`src/rtl/imm_gen_pipe.sv`:
```
// Decode-stage immediate generator: a combinational RV32I/RV64I immediate decode
// feeding a 2-entry output FIFO, plus a saturating counter of accepted illegal opcodes.
module imm_gen_pipe #(
  parameter int XLEN       = 32,
  parameter int SHAMT_ZEXT = 1,
  parameter int CNT_W      = 8
) (
  input  logic             clk,
  input  logic             rst_n,
  input  logic             in_valid,
  output logic             in_ready,
  input  logic [31:0]      in_insn,
  output logic             out_valid,
  input  logic             out_ready,
  output logic [XLEN-1:0]  out_imm,
  output logic [2:0]       out_fmt,
  output logic             out_illegal,
  input  logic             cnt_clr,
  output logic [CNT_W-1:0] illegal_cnt
);
  localparam logic [2:0] FMT_NONE = 3'd0, FMT_I = 3'd1, FMT_S = 3'd2, FMT_B = 3'd3,
                         FMT_U = 3'd4, FMT_J = 3'd5, FMT_ILL = 3'd7;
  localparam logic [CNT_W-1:0] CNT_MAX = '1;

  typedef struct packed {
    logic [XLEN-1:0] imm;
    logic [2:0]      fmt;
    logic            ill;
  } ent_t;

  ent_t       w_ent;
  logic [6:0] w_op;
  logic [2:0] w_f3;
  logic       w_s;
  logic       w_push, w_pop;

  ent_t             r_buf [2];
  logic             r_wptr, r_rptr;
  logic [1:0]       r_cnt;
  logic [CNT_W-1:0] r_icnt;

  assign w_op = in_insn[6:0];
  assign w_f3 = in_insn[14:12];
  assign w_s  = in_insn[31];

  always_comb begin
    w_ent.imm = '0;
    w_ent.fmt = FMT_ILL;
    w_ent.ill = 1'b1;
    case (w_op)
      7'b0000011, 7'b0010011, 7'b1100111, 7'b0011011: begin
        if (w_op != 7'b0011011 || XLEN == 64) begin
          w_ent.fmt = FMT_I;
          w_ent.ill = 1'b0;
          w_ent.imm = {{(XLEN-11){w_s}}, in_insn[30:20]};
          // Shift-immediates carry an unsigned shamt; RV64 OP-IMM uses 6 bits.
          if (SHAMT_ZEXT != 0 && w_op != 7'b0000011 && w_op != 7'b1100111 &&
              (w_f3 == 3'b001 || w_f3 == 3'b101)) begin
            if (XLEN == 64 && w_op == 7'b0010011)
              w_ent.imm = {{(XLEN-6){1'b0}}, in_insn[25:20]};
            else
              w_ent.imm = {{(XLEN-5){1'b0}}, in_insn[24:20]};
          end
        end
      end
      7'b0100011: begin
        w_ent.fmt = FMT_S;
        w_ent.ill = 1'b0;
        w_ent.imm = {{(XLEN-11){w_s}}, in_insn[30:25], in_insn[11:7]};
      end
      7'b1100011: begin
        w_ent.fmt = FMT_B;
        w_ent.ill = 1'b0;
        w_ent.imm = {{(XLEN-12){w_s}}, in_insn[7], in_insn[30:25], in_insn[11:8], 1'b0};
      end
      7'b0110111, 7'b0010111: begin
        w_ent.fmt = FMT_U;
        w_ent.ill = 1'b0;
        w_ent.imm = {{(XLEN-31){w_s}}, in_insn[30:12], 12'b0};
      end
      7'b1101111: begin
        w_ent.fmt = FMT_J;
        w_ent.ill = 1'b0;
        w_ent.imm = {{(XLEN-20){w_s}}, in_insn[19:12], in_insn[20], in_insn[30:21], 1'b0};
      end
      7'b0110011, 7'b1110011, 7'b0001111, 7'b0111011: begin
        if (w_op != 7'b0111011 || XLEN == 64) begin
          w_ent.fmt = FMT_NONE;
          w_ent.ill = 1'b0;
        end
      end
      default: ;
    endcase
  end

  // Ready depends only on occupancy, so a full buffer never passes through.
  assign in_ready    = (r_cnt != 2'd2);
  assign out_valid   = (r_cnt != 2'd0);
  assign w_push      = in_valid && in_ready;
  assign w_pop       = out_valid && out_ready;
  assign out_imm     = out_valid ? r_buf[r_rptr].imm : '0;
  assign out_fmt     = out_valid ? r_buf[r_rptr].fmt : '0;
  assign out_illegal = out_valid ? r_buf[r_rptr].ill : 1'b0;
  assign illegal_cnt = r_icnt;

  always_ff @(posedge clk or negedge rst_n) begin
    if (!rst_n) begin
      r_cnt  <= '0;
      r_wptr <= 1'b0;
      r_rptr <= 1'b0;
      r_icnt <= '0;
      for (int i = 0; i < 2; i++) r_buf[i] <= '0;
    end else begin
      if (w_push) begin
        r_buf[r_wptr] <= w_ent;
        r_wptr        <= ~r_wptr;
      end
      if (w_pop) r_rptr <= ~r_rptr;
      if (w_push && !w_pop)      r_cnt <= r_cnt + 2'd1;
      else if (!w_push && w_pop) r_cnt <= r_cnt - 2'd1;
      // Clear wins, but an illegal insn accepted on the same edge still counts.
      if (cnt_clr)
        r_icnt <= (w_push && w_ent.ill) ? CNT_W'(1) : '0;
      else if (w_push && w_ent.ill && r_icnt != CNT_MAX)
        r_icnt <= r_icnt + CNT_W'(1);
    end
  end
endmodule

```
`config.mk`:
```
export PLATFORM = sky130hd
export DESIGN_NAME = imm_gen_pipe
export DESIGN_NICKNAME = d
export VERILOG_FILES = /design/src/rtl/imm_gen_pipe.sv
export SDC_FILE = /design/constraint.sdc
export NUM_CORES = 1
export LEC_CHECK = 0
export BUFFER_PORTS_ARGS = -buffer_cell sky130_fd_sc_hd__buf_2
export CORE_MARGIN = 2
export CORE_UTILIZATION = 30
export DETAILED_ROUTE_END_ITERATION = 7
export GPL_ROUTABILITY_DRIVEN = 0
export PLACE_DENSITY = 0.53
export REMOVE_ABC_BUFFERS = 1
export SLEW_MARGIN = 0
export SYNTH_ARGS = -nofsm -noshare
export SYNTH_HDL_FRONTEND = slang
export SYNTH_SLANG_ARGS = --single-unit
```
`constraint.sdc`:
```
create_clock -name clk -period 2.3 [get_ports clk]
set_clock_uncertainty 0.05 [all_clocks]
set_input_delay 0.46 -clock clk [delete_from_list [all_inputs] [get_ports clk]]
set_output_delay 0.46 -clock clk [all_outputs]
set_load 0.02 [all_outputs]
```
==> results.yml <==
place:
  placed_area_sq_mm: 0.00518
  portBuffers: 82
  dp_hpwl_mm: 8.01
  dp_cells: 741
  dp_slack_ns: -0.0513
global_route:
  grt_usage_pct: 15.1
  grt_pass1_wl_mm: 19.2
  antenna_found_initial: 1
  overflow: 0
  grt_max_degree: 55
  grt_pass1_vias: 3785
timing:
  timing.fmax_mhz: 463
  hold_ws_ns: 0.0146
  tightest_slew_ns: 0.442
  worst_slack_ns: 0.140
  relSlewSlack_pct: 70.4
  drv_slew: 0
  setup_violations: 0
  final.period_utilization_pct: 93.9
  rsz0062_at_grt: "false"
  report.final.hold_viol_count: 0
  setup_tns_ns: 0
  post-route-min-period_ns: 2.16
power_and_ir_drop:
  p_total_mw: 5.23
  p_per_area_mw_per_mm2: 950
  ir_drop_mv: 0.760
  leakage_nw: 2.82
synthesis:
  yosys_most_used_dff: "dfrtp_1"
  seq_area_frac_synth_pct: 47.9
  synth_cell_type_count: 49
  synth.top_cells.by_area: "dfrtp_1 48%, mux2i_1 8.7%, nand2_1 8.5%"
  ys_ff_latch: 84
  avgSynthCellArea_sq_um: 9.14
  synth_cells: 480
  synth-warning-count: 0
  synth_edf_count: 0
  yosys.area.top_type: "dfrtp_1"
  syn_area_sq_mm: 0.00439
  synthArstFlopShare_pct: 100
  yosysTopAreaCellShare_pct: 47.9
floorplan:
  core.rowCount: 44
  initial_core_util_pct: 30.4
  coreArea_sq_mm: 0.0144
  dieHeight_um: 125
  ios: 83
  die_w_um: 125
  die_area_sq_mm: 0.0156
worst_setup_path:
  start_kind: "flip-flop"
  cp_max_fo: 14
  arrival_ns: 1.65
  critical_path_class: "reg2out"
  required_ns: 1.79
  worst_setup_path_end_kind: "primary output"
detailed_routing:
  drc_errors: 0
  first_pass_iters: 4
  viasPerCell: 4.94
  first_iter_violations: 219
  vias: 3743
  routed_wl_mm: 11.5
  drtAntennaViolNets: 0
  wl_per_cell_um: 15.1
hold_path:
  hold_class: "in2async"
layout:
  nFillCells: 1515
  antenna_cells: 0
  final_nets: 607
  layout-drive-gt1-share_pct: 24.6
  area_growth_pct: 25.4
  stdcell_area_sq_mm: 0.00550
  fin_util_pct: 38.1
  multi_input_area_sq_mm: 0.00212
  seq_area_sq_mm: 0.00210
  final_cells: 757
clocking:
  cts_made_buffers: 9
  ctsResizeCount: 0
  clk_pin_slew_worst_paths_ns: 0.06
  cts-root-buf: "clkbuf_16"
  cts_tree: "built"
  post_cts_buffers: 0
  cts_sinks: 84
  clk_path_buf_depth: 2
  h-tree-depth: 3
  clk_latency_ns: 0.33
  ctsHoldBuffers: 0
run_status:
  status: "finished clean"
run:
  drv_cap: 0
## critical path, stage by stage, from the launching register on
cell and delay, ns:
dfrtp_1 0.45, nor2_4 0.36, buf_4 0.27, nor2_1 0.07, buf_2 0.16
## final timing paths
path                            cells after the start        start    endpoint  slack (ns)
worst max-delay path                                4     r_cnt[0]  out_imm[1]        0.14
worst min-delay path                                1        rst_n   r_buf[59]        0.01
worst max register to register                      7     r_cnt[0]   r_buf[63]        0.28
worst min register to register                      2    r_buf[48]   r_buf[48]        0.43
max in group asynchronous                           2        rst_n   r_buf[43]        1.55
min in group clk                                    3  in_insn[25]   r_buf[45]        0.35
## per-layer routing
metal  GRT usage, %  routed length (um)
met1           20.4                5530
met2           24.9                5430
met3           3.35                 412
met4           3.59                  68
met5              0                  13
## report_power, final
| group | switching (mW) | internal, mW | leakage (nW) | total, mW |
|---|---|---|---|---|
| clock | 0.573 | 0.980 | 0.153 | 1.55 |
| sequential | 0.172 | 1.71 | 1.14 | 1.88 |
| combinational | 1.15 | 0.646 | 1.53 | 1.79 |
## synth_stat cells (2+ instances only)
cell / count
nand2_1: 99
clkbuf_1: 25
nor3_1: 7
o211ai_1: 22
a31oi_1: 3
nor2_1: 71
nand3_1: 4
nand2b_1: 4
xor2_1: 2
a211o_1: 16
xnor2_1: 2
dfrtp_1: 84
ha_1: 2
mux2i_1: 38
a22oi_1: 4
a21oi_1: 4
and3_1: 4
buf_6: 2
nor4_1: 2
a32oi_1: 3
mux2_2: 2
buf_2: 6
o21ai_0: 34
nor2b_1: 4
inv_1: 9
mux2_1: 4
## state kept, by name, indices dropped and copies added (netlist names)
signal	count
r_wptr	1
r_cnt	2
r_rptr	1
illegal_cnt	8
r_buf	72
## kinds of logic after synthesis
family / count (synthesis) / share of synthesized area, %
and+or+nand+nor: 206 / 20.4
AOI/OAI and AO/OA: 97 / 15.7
DFF: 84 / 47.9
muxes: 44 / 10.2
buffers and inverters: 42 / 4.11
xor gates and xnor gates: 4 / 0.799
adders and majority gates: 3 / 0.799
## final cells by class
class,count,area share (%)
Tap cell,184,4.19
Sequential cell,84,38.2
Inverter,9,0.614
Clock inverter,4,1.32
Multi-Input combinational cell,354,38.5
Clock buffer,12,4.48
Timing Repair Buffer,110,12.7
## cell usage in the layout (no fill, tap or decap), types with 2 or more instances in the layout
cell	n
a211o_1	16
a21oi_1	4
a22oi_1	4
a31oi_1	3
a32oi_1	3
and3_1	4
buf_12	6
buf_2	81
buf_4	23
bufinv_16	2
clkbuf_1	2
clkbuf_16	9
dfrtp_1	83
ha_1	2
inv_1	9
mux2_1	4
mux2_2	2
mux2i_1	38
nand2_1	98
nand2b_1	3
nand3_1	4
nor2_1	70
nor2b_1	4
nor3_1	7
nor4_1	2
o211ai_1	22
o21ai_0	34
xnor2_1	2
xor2_1	2
(Power assumes the default switching activity.)
